$ cat src/rtl/instr_pack.sv
// Shared encodings for param_reg_file: PC operation codes and fixed register roles.
package instr_pack;

    typedef enum logic [1:0] {
        PC_SEQ  = 2'd0,
        PC_BR   = 2'd1,
        PC_LJMP = 2'd2,
        PC_HOLD = 2'd3
    } pc_op_t;

    // Rotate pair lives at fixed low addresses; target and PC sit at the top of the file.
    localparam int unsigned R_M       = 4;
    localparam int unsigned R_N       = 5;
    localparam int unsigned R_TGT_OFS = 2;
    localparam int unsigned R_PC_OFS  = 1;

endpackage

$ cat src/rtl/pair_rotator.sv
// Rotate engine for the {m,n} register pair: IDLE/SHIFT/DONE FSM, step counter and pair storage.
module pair_rotator
    import instr_pack::*;
#(
    parameter int unsigned WIDTH = 8,
    localparam int unsigned SW   = $clog2(2 * WIDTH)
) (
    input  logic             clk,
    input  logic             rst_n,
    input  logic             sh_start,
    input  logic             sh_left,
    input  logic [SW-1:0]    sh_amt,
    input  logic             wr_m,
    input  logic             wr_n,
    input  logic [WIDTH-1:0] wr_data,
    output logic [WIDTH-1:0] m,
    output logic [WIDTH-1:0] n,
    output logic             sh_busy,
    output logic             sh_done
);

    typedef enum logic [1:0] {
        StIdle,
        StShift,
        StDone
    } rot_state_t;

    rot_state_t          state;
    logic [SW-1:0]       cnt;
    logic                left_q;
    logic [2*WIDTH-1:0]  pair;
    logic [2*WIDTH-1:0]  pair_rotl;
    logic [2*WIDTH-1:0]  pair_rotr;

    assign pair_rotl = {pair[2*WIDTH-2:0], pair[2*WIDTH-1]};
    assign pair_rotr = {pair[0], pair[2*WIDTH-1:1]};

    assign m = pair[2*WIDTH-1:WIDTH];
    assign n = pair[WIDTH-1:0];

    // The top already drops pair writes while busy, so writes are only honoured outside SHIFT.
    always_ff @(posedge clk or negedge rst_n) begin
        if (!rst_n) begin
            state   <= StIdle;
            cnt     <= '0;
            left_q  <= 1'b0;
            pair    <= '0;
            sh_busy <= 1'b0;
            sh_done <= 1'b0;
        end else begin
            sh_done <= 1'b0;
            unique case (state)
                StIdle: begin
                    if (wr_m) pair[2*WIDTH-1:WIDTH] <= wr_data;
                    if (wr_n) pair[WIDTH-1:0] <= wr_data;
                    if (sh_start) begin
                        left_q <= sh_left;
                        cnt    <= sh_amt;
                        if (sh_amt != '0) begin
                            state   <= StShift;
                            sh_busy <= 1'b1;
                        end else begin
                            state   <= StDone;
                            sh_done <= 1'b1;
                        end
                    end
                end
                StShift: begin
                    pair <= left_q ? pair_rotl : pair_rotr;
                    cnt  <= cnt - SW'(1);
                    if (cnt == SW'(1)) begin
                        state   <= StDone;
                        sh_busy <= 1'b0;
                        sh_done <= 1'b1;
                    end
                end
                StDone: begin
                    if (wr_m) pair[2*WIDTH-1:WIDTH] <= wr_data;
                    if (wr_n) pair[WIDTH-1:0] <= wr_data;
                    state <= StIdle;
                end
                default: begin
                    state   <= StIdle;
                    sh_busy <= 1'b0;
                end
            endcase
        end
    end

endmodule

$ cat src/rtl/param_reg_file.sv
// Register file with a built-in paged program counter and a {m,n} pair rotator.
// Optional REGFILE_BYPASS_EN forwards accepted same-cycle write data to the read ports.
module param_reg_file
    import instr_pack::*;
#(
    parameter int unsigned WIDTH   = 8,
    parameter int unsigned NREGS   = 16,
    parameter int unsigned PC_HI_W = 2,
    parameter logic [PC_HI_W+WIDTH-1:0] START_ADDR = '0,
    localparam int unsigned AW = $clog2(NREGS),
    localparam int unsigned SW = $clog2(2 * WIDTH)
) (
    input  logic                     clk,
    input  logic                     rst_n,
    input  logic                     start,
    input  logic                     wr_en,
    input  logic [AW-1:0]            wr_addr,
    input  logic [WIDTH-1:0]         wr_data,
    input  logic [AW-1:0]            rd_addr_a,
    input  logic [AW-1:0]            rd_addr_b,
    output logic [WIDTH-1:0]         rd_data_a,
    output logic [WIDTH-1:0]         rd_data_b,
    input  logic [1:0]               pc_op,
    input  logic [AW-1:0]            br_sel,
    input  logic                     br_nz,
    input  logic [PC_HI_W-1:0]       ljp_page,
    input  logic                     sh_start,
    input  logic                     sh_left,
    input  logic [SW-1:0]            sh_amt,
    output logic                     sh_busy,
    output logic                     sh_done,
    output logic [PC_HI_W+WIDTH-1:0] p
);

    localparam logic [AW-1:0] ADDR_PC  = AW'(NREGS - R_PC_OFS);
    localparam logic [AW-1:0] ADDR_TGT = AW'(NREGS - R_TGT_OFS);
    localparam logic [AW-1:0] ADDR_M   = AW'(R_M);
    localparam logic [AW-1:0] ADDR_N   = AW'(R_N);

    logic [WIDTH-1:0]   regs_q [NREGS];
    logic [WIDTH-1:0]   view   [NREGS];
    logic [WIDTH-1:0]   pc_lo_q, pc_lo_d;
    logic [PC_HI_W-1:0] pc_hi_q, pc_hi_d;
    logic [WIDTH-1:0]   m_val, n_val;
    logic [WIDTH-1:0]   br_val, tgt_val;
    logic               br_taken;
    logic               wr_pair;
    logic               wr_ok;

    assign wr_pair = (wr_addr == ADDR_M) || (wr_addr == ADDR_N);
    assign wr_ok   = wr_en && (wr_addr != ADDR_PC) && !(sh_busy && wr_pair);

    // Architectural view of every address: PC low and the rotate pair live outside regs_q.
    always_comb begin
        for (int i = 0; i < int'(NREGS); i++) begin
            view[i] = regs_q[i];
        end
        view[ADDR_PC] = pc_lo_q;
        view[ADDR_M]  = m_val;
        view[ADDR_N]  = n_val;
    end

`ifdef REGFILE_BYPASS_EN
    assign rd_data_a = (wr_ok && (rd_addr_a == wr_addr)) ? wr_data : view[rd_addr_a];
    assign rd_data_b = (wr_ok && (rd_addr_b == wr_addr)) ? wr_data : view[rd_addr_b];
`else
    assign rd_data_a = view[rd_addr_a];
    assign rd_data_b = view[rd_addr_b];
`endif

    always_ff @(posedge clk or negedge rst_n) begin
        if (!rst_n) begin
            for (int i = 0; i < int'(NREGS); i++) begin
                regs_q[i] <= '0;
            end
        end else if (wr_ok && !wr_pair) begin
            regs_q[wr_addr] <= wr_data;
        end
    end

    // Branch decisions read the pre-write view, never forwarded data.
    always_comb begin
        br_val   = view[br_sel];
        tgt_val  = view[ADDR_TGT];
        br_taken = br_nz ? (br_val != '0) : (br_val == '0);
        pc_lo_d  = pc_lo_q;
        pc_hi_d  = pc_hi_q;
        if (start) begin
            {pc_hi_d, pc_lo_d} = START_ADDR;
        end else begin
            unique case (pc_op_t'(pc_op))
                PC_SEQ:  pc_lo_d = pc_lo_q + WIDTH'(1);
                PC_BR:   pc_lo_d = br_taken ? tgt_val : pc_lo_q + WIDTH'(1);
                PC_LJMP: begin
                    pc_lo_d = tgt_val;
                    pc_hi_d = ljp_page;
                end
                PC_HOLD: ;
            endcase
        end
    end

    always_ff @(posedge clk or negedge rst_n) begin
        if (!rst_n) begin
            {pc_hi_q, pc_lo_q} <= START_ADDR;
        end else begin
            pc_lo_q <= pc_lo_d;
            pc_hi_q <= pc_hi_d;
        end
    end

    assign p = {pc_hi_q, pc_lo_q};

    pair_rotator #(
        .WIDTH (WIDTH)
    ) u_pair_rotator (
        .clk      (clk),
        .rst_n    (rst_n),
        .sh_start (sh_start),
        .sh_left  (sh_left),
        .sh_amt   (sh_amt),
        .wr_m     (wr_ok && (wr_addr == ADDR_M)),
        .wr_n     (wr_ok && (wr_addr == ADDR_N)),
        .wr_data  (wr_data),
        .m        (m_val),
        .n        (n_val),
        .sh_busy  (sh_busy),
        .sh_done  (sh_done)
    );

endmodule

$ cat config.mk
export PLATFORM = sky130hd
export DESIGN_NAME = param_reg_file
export DESIGN_NICKNAME = d
export VERILOG_FILES = /design/src/rtl/instr_pack.sv /design/src/rtl/pair_rotator.sv /design/src/rtl/param_reg_file.sv
export SDC_FILE = /design/constraint.sdc
export NUM_CORES = 1
export LEC_CHECK = 0
export BUFFER_PORTS_ARGS = -buffer_cell sky130_fd_sc_hd__buf_2
export CAP_MARGIN = 10
export CELL_PAD_IN_SITES_DETAIL_PLACEMENT = 1
export CELL_PAD_IN_SITES_GLOBAL_PLACEMENT = 1
export CORE_MARGIN = 2
export CORE_UTILIZATION = 50
export DETAILED_ROUTE_END_ITERATION = 10
export GPL_TIMING_DRIVEN = 0
export PLACE_DENSITY = 0.85
export SYNTH_ARGS = -nofsm -noshare
export SYNTH_HDL_FRONTEND = slang
export SYNTH_SLANG_ARGS = --single-unit
$ cat constraint.sdc
create_clock -name clk -period 3.3 [get_ports clk]
set_input_delay 0.66 -clock clk [delete_from_list [all_inputs] [get_ports clk]]
set_output_delay 0.66 -clock clk [all_outputs]
set_load 0.05 [all_outputs]
==> flow_summary.toml, run 1 <==
[sta]
fin_crit_sh_pct = 100
hold_violations = 0
worst_pin_slew_ns = 1.25
slew_violations = 0
rsz0062_at_grt = "no"
finClkSkew_ns = 0.00741
setup_ws_ns = -0.0154
fmax_mhz = 302
finalSetupViolCount = 1
slew_headroom_pct = 16.0
fin_crit_ns = 3.32

[global_routing]
grt_pass1_vias = 7416
grt_max_degree = 85
grt-ovfl-total = 0
antenna_found_initial = 0
grt_pass1_wl_um = 45400
grt_usage_pct = 34.2

[synth]
yosysWarnings = 0
syn-num-nets = 699
synth-edff-count = 0
synth_ff_type = "dfrtp_1"
synth-seq-cells = 139
async_reset_ff_share_pct = 100
ys_seq_area_share_pct = 40.5
syn_area_per_cell_um2 = 13.1
synth.distinct_cells = 62
synth_area_um2 = 8600
syn_inst = 654

[worst_setup_path]
critPathSlowestCell = "clkbuf_1"
end_kind = "primary output"
path_cells = "buf_2 > clkbuf_1 > mux4_2 > mux4_2 > buf_2"
critPathMaxStageDelay_ns = 0.59
path_class = "in2out"
r2r_end = "pc_lo_q[1]"
worst-r2r-setup-slack_ns = 0.24
start_kind = "primary input"
critical_path_required_ns = 2.64
crit_fanout = 10
ff2ff_path_depth = 8
r2r-start = "regs_q[40]"
cp.arrival_ns = 2.66

[placed_design]
placed_area_um2 = 9180
portBuffers = 55
hpwlAfterDp_um = 20200
gp_congestion = 1.02

[run_status]
failed_checks = "setup timing"
status = "finished, violations left"

[detailed_routing]
ant_nets = 0
routed_via_density = 7.21
dr.pass1.iters = 5
wl_um = 29300
drcViolationCount = 0
wl_per_cell_um = 30.5
vias = 6927
first_iter_violations = 631

[floorplan]
rows = 47
core_area_um2 = 16700
die_w_um = 135
die_y_um = 135
num_io_pins = 67
start_util_pct = 51.5
die-area_um2 = 18300

[flow_run]
cap_violations = 0

[power_and_ir_drop]
p_leak_nw = 4.09
power_density_nw_per_um2 = 764
fin_total_pwr_mw = 7.54
peakVddDrop_mv = 0.485

[layout]
final_nets = 774
fin_util_pct = 59.0
antenna_cells = 0
area.growth.synth_to_final_pct = 14.7
final_cell_mix = "139 x dfrtp_1, 105 x mux2_2, 81 x mux4_2"
layout-drive-gt1-share_pct = 40.6
finalInstanceArea_um2 = 9860
final_common_cell = "dfrtp_1"

[worst_hold_path]
worstHoldPathType = "in2async"

[clock_network]
clk_path_buf_depth = 2
clock-sinks = 139
cts_made_buffers = 17
post_cts_buffers = 0
clock-root-buffer = "clkbuf_16"
path_clk_slew_ns = 0.06
cts_tree = "built"
clk_latency_ns = 0.44
cts_hold_buf = 0
cts.htree.levels = 4
## critical path: cells and delay by family
kind | cells | cell delay [ns]
mux | 2 | 1.00
buf+inv | 3 | 1.00
## layer usage
| layer | vias up | part of all wire (%) | global-route usage, % |
|---|---|---|---|
| met2 | 429 | 49 | 55.7 |
| met3 | 112 | 8.2 | 8.00 |
| met5 | - | 0 | 0 |
| li1 | 2751 | - | - |
| met1 | 3635 | 37 | 42.3 |
| met4 | 0 | 5.7 | 19.1 |
## registers in the layout, summed over array words and instances (netlist names)
name                    count
tgt_val                     8
u_pair_rotator.sh_busy      1
pc_lo_q                     8
pc_hi_q                     2
u_pair_rotator.cnt          4
u_pair_rotator.sh_done      1
u_pair_rotator.left_q       1
u_pair_rotator.pair        16
regs_q                     96
u_pair_rotator.state        2
## through the flow
stage	setup TNS [ns]	hold slack (ns)	std cells	setup WS, ns
2_1_floorplan	0	0.364	654	0.0319
3_3_place_gp	-49.16	0.504	929	-0.473
3_5_place_dp	-8.44	0.506	930	-0.584
4_1_cts	-0.0179	0.193	961	-0.0138
5_1_grt	0	0.216	961	0.00212
6_report	-0.0154	0.178	961	-0.0154
## worst max-delay path by stage
| stage | startpoint | endpoint | slack, ns |
|---|---|---|---|
| 5_1_grt | rd_addr_a[1] | rd_data_a[6] | 0.002 |
| 3_3_place_gp | rd_addr_b[0] | rd_data_b[0] | -0.47 |
| 3_5_place_dp | rd_addr_b[0] | rd_data_b[0] | -0.58 |
| 6_report | rd_addr_b[1] | rd_data_b[4] | -0.02 |
| 2_1_floorplan | rd_addr_a[0] | rd_data_a[2] | 0.03 |
| 4_1_cts | rd_addr_b[0] | rd_data_b[0] | -0.01 |
## layout make-up
class	instances	area (um^2)
inverter	11	43.8
buffer	53	305
clock buffer	20	467
timing repair buffer	56	309
tap	220	275
multi-input combinational	451	4820
sequential	139	3480
clock inverter	11	166
fill	1665	6840
## synthesized netlist by cell type (all sizes together) (3+ instances only)
library cell  count  area, um^2
or4               7        53.8
a22oi             3        22.5
a31oi             8        71.3
nor4             21         138
inv              11        43.8
nor3b             4        30.0
or4b              3        30.0
buf              14        61.3
ha                6        75.1
mux2            105        1180
clkbuf           38         164
nor2             44         165
a21o             16         120
a21oi            13        65.1
a211oi           16         120
dfrtp           139        3480
a221oi            3        32.5
o21ai            10        50.1
or3               3        18.8
mux2i            22         220
nand3            12        60.1
nor4b             3        26.3
o21a              3        30.0
o31ai             4        30.0
o22a              5        43.8
nand3b            3        22.5
nand2            18        67.6
and3              3        18.8
mux4             81        1820
nor3              5        25.0
o211ai            3        22.5
nand4             3        18.8
## what timing repair did
action                                  in CTS  in global routing
resized for setup                           31                 13
endpoints found under the setup margin      16                 14
cloned                                       0                  0
## kinds of logic (layout without fill, tap and decap cells)
group / count (synthesis) / after routing / share of synthesized area (%)
AO/OA/AOI/OAI: 98 / 98 / 8.65
XOR/XNOR: 3 / 3 / 0.524
adder cells (fa/ha/maj): 6 / 6 / 0.873
buffers and inverters: 64 / 151 / 3.51
flip-flops: 139 / 139 / 40.5
multiplexers: 208 / 208 / 37.5
AND/OR/NAND/NOR: 136 / 136 / 8.44
## where the power goes
part | leakage, nW | switching, mW | internal [mW]
combinational | 2.08 | 1.36 | 1.24
sequential | 1.70 | 0.683 | 2.17
clock | 0.304 | 0.771 | 1.32
(Power assumes the default switching activity.)
==> run 2: changes to the inputs <==
PLACE_DENSITY = default   (was 0.85)
PLACE_DENSITY_LB_ADDON = 0.1   (was default)
==> run 2 against run 1 <==
The flow still finishes with violations (setup timing). First-iteration DRC count shrank 0.16%. Worst setup slack lost 0.0017 ns. Largest power group unchanged. Critical path depth is the same. Largest cell class unchanged. Worst hold slack gained 0.022 ns. Core utilization grew 0.13 points. Critical endpoint is now rd_data_b[0]. Die area is the same. Clock power is essentially flat.
==> flow_summary.toml, run 2 (same netlist as run 1, synthesis figures left out) <==
[worst_setup_path]
critical-path-top-delay-family = "buffers and inverters"
critPathMaxStageDelay_ns = 0.66
path_class = "in2out"
start_kind = "primary input"
crit_buf_inv = 3
critPathSlowestCell = "buf_1"
path_cells = "buf_2 > buf_1 > mux4_2 > mux4_2 > buf_2"
crit_fanout = 10
end_kind = "primary output"
cp.arrival_ns = 2.66
critical_path_required_ns = 2.64

[placed_design]
place_ws_ns = -0.505
gp_congestion = 0.908
hpwlAfterDp_um = 20400
portBuffers = 55
placed_cells = 930

[layout]
final_cell_mix = "139 x dfrtp_1, 105 x mux2_2, 81 x mux4_2"
fill_cells = 1670
largestRegisters = "regs_q (96), u_pair_rotator.pair (16)"
final_nets = 775
area.growth.synth_to_final_pct = 15.0
largest_reg_flops = 96
fin_util_pct = 59.2
antenna_cells = 0
fin_cells = 963
seqCellArea_um2 = 3480
multiInputGateArea_um2 = 4820
layout-drive-gt1-share_pct = 40.8
regMostFlops = "regs_q"
final_common_cell = "dfrtp_1"

[clock_network]
path_clk_slew_ns = 0.05
clk_latency_ns = 0.44
cts_made_buffers = 17
cts.htree.levels = 4
clk_path_buf_depth = 2
clock-root-buffer = "clkbuf_16"
cts_tree = "built"
clock-sinks = 139
cts_hold_buf = 0

[floorplan]
core_area_um2 = 16700
die-area_um2 = 18300
die_y_um = 135
num_io_pins = 67
rows = 47
start_util_pct = 51.5
die_w_um = 135

[sta]
hold_violations = 0
finClkSkew_ns = 0.00862
worst_pin_slew_ns = 1.23
setup_ws_ns = -0.0171
rsz0062_at_grt = "no"
whs_ns = 0.200
slew_violations = 0
fin_crit_sh_pct = 101
fmax_mhz = 301
finalSetupViolCount = 2
slew_headroom_pct = 17.6
fin_crit_ns = 3.32

[worst_hold_path]
worstHoldPathType = "in2async"

[power_and_ir_drop]
fin_total_pwr_mw = 7.54
p_leak_nw = 4.10
power_density_nw_per_um2 = 763
peakVddDrop_mv = 0.439

[detailed_routing]
dr.pass1.iters = 6
first_iter_violations = 630
routed_via_density = 7.09
vias = 6827
met2_length_um = 14900
wl_met1_um = 11000
dr_wl_met3_um = 2390
drcViolationCount = 0
wl_um = 29300
wl_per_cell_um = 30.4
top_layer_used = "met4"
ant_nets = 0

[run_status]
status = "finished, violations left"
failed_checks = "setup timing"

[global_routing]
grt-ovfl-total = 0
grt_max_degree = 79
grt_usage_pct = 33.9
antenna_found_initial = 0
grt_pass1_wl_um = 45000
grt_pass1_vias = 7315

[flow_run]
cap_violations = 0
==> run 2: final cells by class <==
class | instances | area share (%)
clock inverter | 10 | 1.63
sequential | 139 | 35.2
multi-input combinational | 451 | 48.7
buffer | 53 | 3.10
clock buffer | 22 | 4.90
tap | 220 | 2.79
inverter | 11 | 0.443
timing repair buffer | 57 | 3.20
==> run 2: path summary, 6_finish.rpt <==
kind,cells after the start,endpoint,startpoint,slack [ns]
setup / recovery,5,rd_data_b[0],rd_addr_b[1],-0.02
hold / removal,1,u_pair_rotator.cnt[0],rst_n,0.20
setup reg to reg,8,pc_lo_q[1],regs_q[44],0.45
hold reg to reg,1,u_pair_rotator.cnt[0],u_pair_rotator.cnt[0],0.54
max in group asynchronous,2,regs_q[37],rst_n,2.29
min in group clk,2,u_pair_rotator.left_q,sh_left,0.46
==> run 2: per-layer routing <==
metal	up-vias	global-route usage [%]
li1	2753	-
met1	3593	41.6
met2	401	57.3
met3	80	9.05
met4	0	13.5
met5	-	0
==> run 2: report_power, final <==
part / total, mW / leakage [nW] / switching [mW] / internal [mW]
logic: 2.56 / 2.09 / 1.32 / 1.23
clock network: 2.12 / 0.309 / 0.773 / 1.34
registers: 2.87 / 1.70 / 0.700 / 2.17
==> run 2: timing repair <==
item | in CTS | in global routing
pin swaps | 0 | 0
setup buffers | 0 | 0
gates resized for setup | 32 | 15
endpoints found under the setup margin | 16 | 15
==> run 2: through the flow <==
stage	TNS, ns	instance area [um^2]
6_report	-0.0334	9880
3_3_place_gp	-54.86	9150
5_1_grt	0	9880
2_1_floorplan	0	8600
4_1_cts	0	9850
3_5_place_dp	-7.40	9180
